## src/rtl/mem_block_mover_if.sv

```systemverilog
// Command/status and memory-port bundle for the block mover engine.
// The master modport is the engine's view; slave is the control path and RAM side.
interface mem_block_mover_if #(
  parameter int ADDR_SIZE = 16,
  parameter int WORD_SIZE = 16
);
  // command path from the control unit
  logic                 start;
  logic                 mode;
  logic [ADDR_SIZE-1:0] src;
  logic [ADDR_SIZE-1:0] dst;
  logic [ADDR_SIZE-1:0] len;
  logic [WORD_SIZE-1:0] fill_val;
  logic                 abort;
  // status back to the control unit
  logic                 busy;
  logic                 done;
  logic [ADDR_SIZE-1:0] remaining;
  // single-port memory, asynchronous read
  logic [ADDR_SIZE-1:0] mem_addr;
  logic [WORD_SIZE-1:0] mem_wdata;
  logic                 mem_we;
  logic [WORD_SIZE-1:0] mem_rdata;

  modport master (
    input  start, mode, src, dst, len, fill_val, abort, mem_rdata,
    output busy, done, remaining, mem_addr, mem_wdata, mem_we
  );

  modport slave (
    output start, mode, src, dst, len, fill_val, abort, mem_rdata,
    input  busy, done, remaining, mem_addr, mem_wdata, mem_we
  );
endinterface

```

## src/rtl/mem_block_mover.sv

```systemverilog
// Block copy / block fill engine for the single-port main memory.
// Copies run word-serially as READ/WRITE pairs, fills as back-to-back WRITEs.
// Every memory-side output is decoded from registered state only.
module mem_block_mover #(
  parameter int ADDR_SIZE = 16,
  parameter int WORD_SIZE = 16
) (
  input  logic                  clk,
  input  logic                  rst_n,
  mem_block_mover_if.master     bus
);

  typedef enum logic [1:0] {
    IDLE  = 2'd0,
    READ  = 2'd1,
    WRITE = 2'd2,
    FIN   = 2'd3
  } state_e;

  state_e               state_q, state_d;
  logic [ADDR_SIZE-1:0] src_q, src_d;
  logic [ADDR_SIZE-1:0] dst_q, dst_d;
  logic [ADDR_SIZE-1:0] cnt_q, cnt_d;
  logic [WORD_SIZE-1:0] fval_q, fval_d;
  logic [WORD_SIZE-1:0] data_q, data_d;
  logic                 mode_q, mode_d;

  // State and datapath registers; reset drops any command in flight at once.
  always_ff @(posedge clk or negedge rst_n) begin
    if (!rst_n) begin
      state_q <= IDLE;
      src_q   <= '0;
      dst_q   <= '0;
      cnt_q   <= '0;
      fval_q  <= '0;
      data_q  <= '0;
      mode_q  <= 1'b0;
    end else begin
      state_q <= state_d;
      src_q   <= src_d;
      dst_q   <= dst_d;
      cnt_q   <= cnt_d;
      fval_q  <= fval_d;
      data_q  <= data_d;
      mode_q  <= mode_d;
    end
  end

  // Next-state and datapath updates; abort overrides every other transition.
  always_comb begin
    state_d = state_q;
    src_d   = src_q;
    dst_d   = dst_q;
    cnt_d   = cnt_q;
    fval_d  = fval_q;
    data_d  = data_q;
    mode_d  = mode_q;

    unique case (state_q)
      IDLE: begin
        if (bus.start) begin
          src_d  = bus.src;
          dst_d  = bus.dst;
          cnt_d  = bus.len;
          fval_d = bus.fill_val;
          mode_d = bus.mode;
          if (bus.len == '0) begin
            state_d = FIN;
          end else if (bus.mode) begin
            state_d = WRITE;
          end else begin
            state_d = READ;
          end
        end
      end
      READ: begin
        data_d  = bus.mem_rdata;
        src_d   = src_q + 1'b1;
        state_d = WRITE;
      end
      WRITE: begin
        dst_d = dst_q + 1'b1;
        cnt_d = cnt_q - 1'b1;
        if (cnt_q == ADDR_SIZE'(1)) begin
          state_d = FIN;
        end else if (mode_q) begin
          state_d = WRITE;
        end else begin
          state_d = READ;
        end
      end
      FIN: begin
        state_d = IDLE;
      end
      default: begin
        state_d = IDLE;
      end
    endcase

    // the write enabled this cycle still lands; only the sequencing stops
    if (bus.abort && (state_q != IDLE)) begin
      state_d = IDLE;
    end
  end

  assign bus.busy      = (state_q != IDLE);
  assign bus.done      = (state_q == FIN);
  assign bus.remaining = (state_q == IDLE) ? '0 : cnt_q;
  assign bus.mem_we    = (state_q == WRITE);
  assign bus.mem_addr  = (state_q == READ)  ? src_q :
                         (state_q == WRITE) ? dst_q : '0;
  assign bus.mem_wdata = (state_q != WRITE) ? '0 :
                         (mode_q ? fval_q : data_q);

endmodule

```

## src/flat_wrapper.sv

```systemverilog
// flat-port wrapper written by rule: the top's interface ports become plain ports
module mem_block_mover_flat 
#(
  parameter int ADDR_SIZE = 16,
  parameter int WORD_SIZE = 16
)
  (clk, rst_n, bus_start, bus_mode, bus_src, bus_dst, bus_len, bus_fill_val, bus_abort, bus_mem_rdata, bus_busy, bus_done, bus_remaining, bus_mem_addr, bus_mem_wdata, bus_mem_we);
  mem_block_mover_if #(.ADDR_SIZE(ADDR_SIZE), .WORD_SIZE(WORD_SIZE)) bus_i ();
  input  logic clk;
  input  logic rst_n;
  input wire logic [$bits(bus_i.start)-1:0] bus_start;
  input wire logic [$bits(bus_i.mode)-1:0] bus_mode;
  input wire logic [$bits(bus_i.src)-1:0] bus_src;
  input wire logic [$bits(bus_i.dst)-1:0] bus_dst;
  input wire logic [$bits(bus_i.len)-1:0] bus_len;
  input wire logic [$bits(bus_i.fill_val)-1:0] bus_fill_val;
  input wire logic [$bits(bus_i.abort)-1:0] bus_abort;
  input wire logic [$bits(bus_i.mem_rdata)-1:0] bus_mem_rdata;
  output wire logic [$bits(bus_i.busy)-1:0] bus_busy;
  output wire logic [$bits(bus_i.done)-1:0] bus_done;
  output wire logic [$bits(bus_i.remaining)-1:0] bus_remaining;
  output wire logic [$bits(bus_i.mem_addr)-1:0] bus_mem_addr;
  output wire logic [$bits(bus_i.mem_wdata)-1:0] bus_mem_wdata;
  output wire logic [$bits(bus_i.mem_we)-1:0] bus_mem_we;
  assign bus_i.start = bus_start;
  assign bus_i.mode = bus_mode;
  assign bus_i.src = bus_src;
  assign bus_i.dst = bus_dst;
  assign bus_i.len = bus_len;
  assign bus_i.fill_val = bus_fill_val;
  assign bus_i.abort = bus_abort;
  assign bus_i.mem_rdata = bus_mem_rdata;
  assign bus_busy = bus_i.busy;
  assign bus_done = bus_i.done;
  assign bus_remaining = bus_i.remaining;
  assign bus_mem_addr = bus_i.mem_addr;
  assign bus_mem_wdata = bus_i.mem_wdata;
  assign bus_mem_we = bus_i.mem_we;
  mem_block_mover #(.ADDR_SIZE(ADDR_SIZE), .WORD_SIZE(WORD_SIZE)) u_core (.clk(clk), .rst_n(rst_n), .bus(bus_i));
endmodule
```

## config.mk

```make
export PLATFORM = sky130hd
export DESIGN_NAME = mem_block_mover_flat
export DESIGN_NICKNAME = d
export VERILOG_FILES = /design/src/rtl/mem_block_mover_if.sv /design/src/rtl/mem_block_mover.sv /design/src/flat_wrapper.sv
export SDC_FILE = /design/constraint.sdc
export NUM_CORES = 1
export LEC_CHECK = 0
export CAP_MARGIN = 20
export CORE_MARGIN = 4
export CORE_UTILIZATION = 44
export CTS_CLUSTER_SIZE = 20
export DETAILED_ROUTE_END_ITERATION = 8
export PLACE_DENSITY_LB_ADDON = 0.08
export SLEW_MARGIN = 0
export SYNTH_ARGS = -nofsm -noshare
export SYNTH_HDL_FRONTEND = slang
export SYNTH_SLANG_ARGS = --single-unit
```

## constraint.sdc

```tcl
create_clock -name clk -period 1.8 [get_ports clk]
set_input_delay 0.27 -clock clk [delete_from_list [all_inputs] [get_ports clk]]
set_output_delay 0.27 -clock clk [all_outputs]
set_load 0.02 [all_outputs]
```

Word level (Yosys, flattened, before mapping). Index checks and enable logic that the tools add are counted.

Register bits: 83. Input bits: 85. Logic and storage cells: 44.

Add/subtract/negate cells: 3. Eq/ne operators: 7. Muxes and demuxes: 18. Reductions and logical operators: 9.

Operator list (number): 16-bit 2-to-1 mux (8); 16-bit one-hot mux with 2 select lines (3); 16-bit by 1-bit adder with 16-bit output (second input constant) (2); 16-bit by 1-bit equality test with 1-bit output (second input constant) (1); 16-bit logical NOT (1); 16-bit by 1-bit subtractor with 16-bit output (second input constant) (1); 2-bit 2-to-1 mux (6); 2-bit one-hot mux with 4 select lines (1); 2-bit AND reduction (3); 2-bit nonzero test (3); 2-bit equality test (second input constant) (2); 2-bit != test (second input constant) (2); 3-bit by 2-bit != test with 1-bit output (second input constant) (1); 2-bit by 1-bit equality test with 1-bit output (second input constant) (1); 2-bit logical NOT (1); 1-bit logical AND (1).

Depth between registers and ports, before layout.
Depth in word-level cells: 5. Depth in mapped cells: 6.

Worst setup path after synthesis. Ideal clock, no wire load.

Kind: reg-to-output. From: register u_core.state_q[0]. To: output bus_mem_addr[5]. Arrival time: 1.538 ns. Data required time: 1.530 ns. Setup slack: -0.008 ns. Stages on the path, launching flop included: 7. Path buffers: 3. Cells stage by stage: dfrtp_1 > nor2b_1 > clkbuf_1 > clkbuf_1 > buf_1 > nand2_1 > o21ai_0.

Word-level cells in the longest chain between the ends: 3. Elaborated cells on any way between the ends: 4. Classes of those cells: eq/ne (2); mux (2).

RTL lines: start, declared (line mem_block_mover.sv:20) `state_e state_q, state_d;`; start signal, assigned (line mem_block_mover.sv:39) `state_q <= state_d;`; 2-bit equality test (line mem_block_mover.sv:111) `(state_q == WRITE) ? dst_q : '0;`; 16-bit 2-to-1 mux (line mem_block_mover.sv:111); 16-bit 2-to-1 mux (*) (line mem_block_mover.sv:110) `assign bus.mem_addr = (state_q == READ) ? src_q :`; end, declared (line flat_wrapper.sv:22) `output wire logic [$bits(bus_i.mem_addr)-1:0] bus_mem_addr;`.

Mark *: on every way between the ends. The rest lies on a longest branch, timed or not.

Worst setup path after layout.
From: register u_core.state_q[1]. To: output bus_mem_addr[4].

Same word-level chain as after synthesis.

==> results.cfg <==
[routing]
avgViaCountPerCell = 5.66
dr.first_iter.drc_count = 314
remaining_drc_errors = 0
ant_nets = 0
wl_per_cell_um = 17.6
dr.pass1.iters = 5
vias = 5137
finalWirelength_um = 16000

[timing]
hold_violations = 0
skew_ns = 0.0121
setup_tns_ns = -0.783
min_period_ns = 1.87
post-route-period-util = 1.04
fmax_mhz = 534
max-slew-margin-rel = 0.578
worst_pin_slew_ns = 0.628
drv_slew = 0
layout_setup_ws_ns = -0.0730
finalSetupViolCount = 22
rsz0062_at_grt = yes

[logic_synthesis]
syn-num-nets = 662
synthesis.area_um2 = 4820
synthCells = 573
synthFlopType = dfrtp_1
ys_seq_area_frac = 0.431
synth_seq_cells = 83
avgSynthCellArea_um2 = 8.41
async_flop_share = 1.00
synth_warnings = 0
synth_edf_count = 0
ys_types = 57

[cells_and_area]
final_cell_mix = nand2_1, clkdlybuf4s50_1, dfrtp_1, buf_4, nor2_1
syn_to_final_growth_pct = 48.7
nets = 855
nFillCells = 868
drive_above_1_share = 0.254
layout_commonest_cell = nand2_1
instances_no_fill = 907
antenna_cells = 0

[die]
pin_count = 136
core_area_um2 = 10500
initial_core_util = 0.459
die-area_um2 = 12700
die_w_um = 113
die_y_um = 113
num_rows = 37

[critical_path]
crit_arrival_ns = 1.60
critPathKind = flip-flop to output port
startpoint_type = flip-flop
max_stage_delay_ns = 0.47
cp_common_cell = buf_12
path_max_fanout = 11
critical_path.top_delay_family = flip-flops
cp-end-kind = output port
cp.required_ns = 1.53
critPathBufInv = 3
worstPathCellList = buf_12 -> nor2b_4 -> buf_12 -> a22o_1 -> buf_6
critPathSlowestCell = dfrtp_2

[global_route]
grt_max_degree = 40
grt_util_all_layers = 0.249
grt_pass1_vias = 5112
grt_pass1_wl_um = 25700
grt-ovfl-total = 0
grt_antenna_before_repair = 0

[power_and_ir_drop]
leakage_uw = 0.00329
ir_drop_v = 0.000828
powerDensity_nw_per_um2 = 1680
total_power_uw = 12000

[placed_design]
portBuffers = 135
place_inst = 871
hpwl_um = 11600
routabilityCongestion = 0.904

[outcome]
outcome = finished with violations
violations = setup timing

[clock_tree]
clockBufferDepth = 2
clk_pin_slew_ns = 0.09
cts_tree = built
clk_latency_ns = 0.36
h-tree-depth = 3
clock-sinks = 83
numCtsBuffers = 9
ctsRootBufferMaster = clkbuf_8

[min_path]
min_path_type = input pin to async pin

[run]
drv_cap = 0
[worst paths after layout]
check / startpoint / end / slack (ns) / cells past startpoint
hold / removal: rst_n / u_core.dst_q[8] / 0.35 / 2
setup reg to reg: u_core.state_q[1] / u_core.cnt_q[5] / -0.03 / 8
min in group clk: bus_mem_rdata[9] / u_core.data_q[9] / 0.42 / 3
max in group asynchronous: rst_n / u_core.cnt_q[6] / 0.79 / 3
hold reg to reg: u_core.data_q[6] / u_core.data_q[6] / 0.48 / 2
setup / recovery: u_core.state_q[1] / bus_mem_addr[4] / -0.07 / 5
[per-stage QoR]
stage / util / area, um^2 / setup slack (ns) / hold WS [ns]
after floorplan: - / 4820 / 0.0633 / -0.0256
after global placement: 0.642 / 6750 / -0.250 / 0.203
after detailed placement: 0.642 / 6750 / -0.265 / 0.209
after CTS: 0.661 / 6940 / -0.111 / 0.363
after global routing: 0.682 / 7170 / -0.135 / 0.366
final: 0.682 / 7170 / -0.0730 / 0.351
[metal layers]
layer / GRT usage / part of all wire / vias to the layer above
met3: 0.0534 / 0.073 / 38
met1: 0.334 / 0.43 / 2453
met5: 0 / 0 / -
met2: 0.403 / 0.47 / 216
li1: - / - / 2430
met4: 0.0793 / 0.025 / 0
[cell type report]
type                    count  area (um^2)  share of cell area
multi-input cells         440         2680               0.374
flip-flops and latches     83         2080               0.290
repair buffers            223         2030               0.283
well taps                 136          170              0.0237
clock buffers              10          128              0.0178
clock inverters             6         48.8             0.00681
inverters                   9         33.8             0.00471
[what timing repair did]
item | CTS | global route
endpoints found under the hold margin | 21 | 0
setup buffers | 8 | 10
resized for setup | 246 | 45
hold buffers | 1 | 0
pin swaps | 2 | 6
cloned | 1 | 0
endpoints found under the setup margin | 79 | 88
[synth_stat cells (all sizes together) (5+ instances only)]
cell type  instances  area [um^2]
a211oi             9         67.6
a21oi             24          120
a22o              12          105
a311oi             5         43.8
a31oi              6         37.5
and3               9         58.8
buf               15         67.6
clkbuf            26         98.8
dfrtp             83         2080
inv                9         33.8
mux2i             20          200
nand2            143          537
nand2b             5         31.3
nand3             20          105
nand4              9         56.3
nor2              43          164
nor2b             18          113
nor3              14         80.1
nor4              12          105
o211ai             9         67.6
o21a               5         37.5
o21ai             14         70.1
o221a              5         56.3
o22ai              7         43.8
[registers in the layout, summed over array words and instances, names as in the netlist]
| name | count |
|---|---|
| u_core.cnt_q | 16 |
| u_core.data_q | 16 |
| u_core.dst_q | 16 |
| u_core.fval_q | 16 |
| u_core.src_q | 16 |
| u_core.state_q | 2 |
| u_core.mode_q | 1 |
[logic make-up after synthesis]
kind of cell / Yosys count / synth area share
mux: 20 / 0.0415
fa+ha+maj: 4 / 0.0104
xor+xnor: 1 / 0.00182
compound gates: 119 / 0.177
buf+inv: 50 / 0.0415
flops: 83 / 0.431
simple gates: 296 / 0.297
[power breakdown]
| group | internal [uW] | total (uW) | switching, uW |
|---|---|---|---|
| Combinational | 3360 | 7100 | 3740 |
| Clock | 514 | 1260 | 744 |
| Sequential | 2770 | 3650 | 877 |
| Total | 6650 | 12000 | 5360 |
Power figures use the tool's default switching activity.
==> RTL change: new RTL, same flow settings <==
Encoding of `state_e`: now Gray code (2 bits for 4 states).
--- a/src/rtl/mem_block_mover.sv
+++ b/src/rtl/mem_block_mover.sv
@@ -12,8 +12,8 @@
 
   typedef enum logic [1:0] {
-    IDLE  = 2'd0,
-    READ  = 2'd1,
-    WRITE = 2'd2,
-    FIN   = 2'd3
+    IDLE  = 2'b00,
+    READ  = 2'b01,
+    WRITE = 2'b11,
+    FIN   = 2'b10
   } state_e;
 
Check against the original RTL: same outputs for any inputs over 10 cycles, from zero or initial values and one cycle with rst_n low; not proved beyond that.
==> RTL change against the original RTL <==
  * The run still ends with setup timing left
  * Synthesized area is 0.57% lower
  * Wire length is 8.5% lower
  * Total power is 3.6% lower
  * Non-clock buffer count is 28 lower
  * Sequential cell count stayed put
  * Die area is 0.53% lower
  * Via count is 6.9% lower
  * Fmax is 1.8% higher
  * Critical path depth is 1 lower
  * Worst setup slack better by 0.033 ns
  * Cell area is 5.4% lower
==> RTL change: results (changes against the original RTL) <==
- Synth Area in XOR/XNOR: 0.183% (+0.0010 points)
- DP Cell Count: 850 (-2.4%)
- Routed vias: 4783 (-6.9%)
- Critical path's top delay family: buffers and inverters
- Syn Nets: 658 (-0.60%)
- HP Class: input pin to register
- Routed WL per cell: 16.6 um (-5.5%)
- Syn Area/Cell: 8.42 sq um (+0.13%)
- HPWL Detailed: 10.3 mm (-12%)
- Tot GR Track Use: 23.1% (-1.8 points)
- Status: finished with violations
- Final WS setup: -0.0404 ns (+0.0326 ns)
- Seq/Total Area, Yosys: 43.3% (+0.25 points)
- Dpl ws: -0.244 ns (+0.0206 ns)
- Worst Clk Skew: 0.00985 ns (-0.00222 ns)
- CP arrival: 1.57 ns (-0.03 ns)
- Violated checks: setup timing
- Synth top area cells: dfrtp_1, nand2_1, mux2i_1
- Largest net degree at the start of global routing: 84 (+110%)
- Peak VDD IR: 679 uV (-18%)
- # setup viols final: 6 (-73%)
- Pleak: 3.05 nW (-7.2%)
- Distinct cells, synth: 55 (-3.5%)
- Number of global-route vias before repair: 4912 (-3.9%)
- Layout Nets: 827 (-3.3%)
- Post-synth top cells: nand2_1, dfrtp_1, nor2_1
- Area after DPL: 6590 sq um (-2.4%)
- Placer Congestion: 0.891 (-1.4%)
- Initial DRC Count: 257 (-18%)
- Post-synthesis mux area share: 6.89% (+2.7 points)
- TritonRoute pass-1 iters: 7 (+2)
[RTL change: cell count changes in the layout (fill, tap and decap cells not counted), moves of 5 or more]
cell | before | now
a22o_1 | 11 | 0
buf_2 | 33 | 38
nor2_1 | 40 | 55
buf_4 | 65 | 55
mux2i_1 | 20 | 29
nand3_1 | 19 | 12
nand2_1 | 138 | 133
buf_6 | 27 | 6
nor2b_1 | 17 | 36
[RTL change: final cells by class]
| class | instances | area [sq um] |
|---|---|---|
| flip-flops and latches | 83 | 2080 |
| fillers | 956 | 3680 |
| inverters | 10 | 40.0 |
| clock inverters | 6 | 41.3 |
| clock buffers | 10 | 138 |
| repair buffers | 195 | 1690 |
| well taps | 136 | 170 |
| multi-input cells | 439 | 2610 |
[RTL change: final timing paths]
kind                                   startpoint           endpoint  cells after the start
worst max-delay path            u_core.state_q[1]    bus_mem_addr[1]                      4
worst min-delay path            bus_mem_rdata[10]  u_core.data_q[10]                      3
worst max register to register    u_core.cnt_q[5]    u_core.cnt_q[9]                      4
worst min register to register  u_core.data_q[15]  u_core.data_q[15]                      2
max in group asynchronous                   rst_n  u_core.state_q[0]                      3
min in group asynchronous                   rst_n   u_core.src_q[14]                      3
[RTL change: logic make-up after synthesis]
group	Yosys count
buffers and inverters	47
DFF	83
AOI/OAI and AO/OA	96
adders and majority gates	4
xor gates and xnor gates	1
and+or+nand+nor	305
muxes	33
[RTL change: per-stage QoR]
step | total power, mW | hold slack [ns] | setup TNS, ns
finish | 11.6 | 0.430 | -0.152
detailed placement | 10.3 | 0.345 | -10.32
global route | 12.4 | 0.429 | -0.898
floorplan | 7.47 | -0.0256 | 0
global placement | 10.1 | 0.340 | -9.67
CTS | 11.4 | 0.419 | -0.538
[RTL change: worst min-delay path: cells and delay by family]
| family | cells | cell delay [ns] |
|---|---|---|
| buffers and inverters | 1 | 0.39 |
| and+or+nand+nor | 2 | 0.09 |
[RTL change: timing repair]
item | CTS | global route
endpoints found under the hold margin | 83 | 0
setup endpoints to repair | 54 | 55
pin swaps | 0 | 5
gates cloned | 2 | 0
hold buffers | 1 | 0
gates resized for setup | 197 | 48
setup buffers | 5 | 5
[RTL change: power breakdown]
group / leakage (nW) / switching (mW) / internal, mW
registers: 0.970 / 0.922 / 2.78
clock network: 0.0960 / 0.714 / 0.539
logic: 1.98 / 3.68 / 2.95
total: 3.05 / 5.31 / 6.26
[RTL change: routing by layer]
metal | vias up | share of wire (%) | track usage, % | wire [um]
li1 | 2333 | - | - | -
met4 | 0 | 1.3 | 6.81 | 193
met2 | 178 | 47 | 36.9 | 6840
met1 | 2254 | 45 | 31.8 | 6520
met5 | - | 0 | 0 | 0
met3 | 18 | 7.3 | 4.91 | 1070
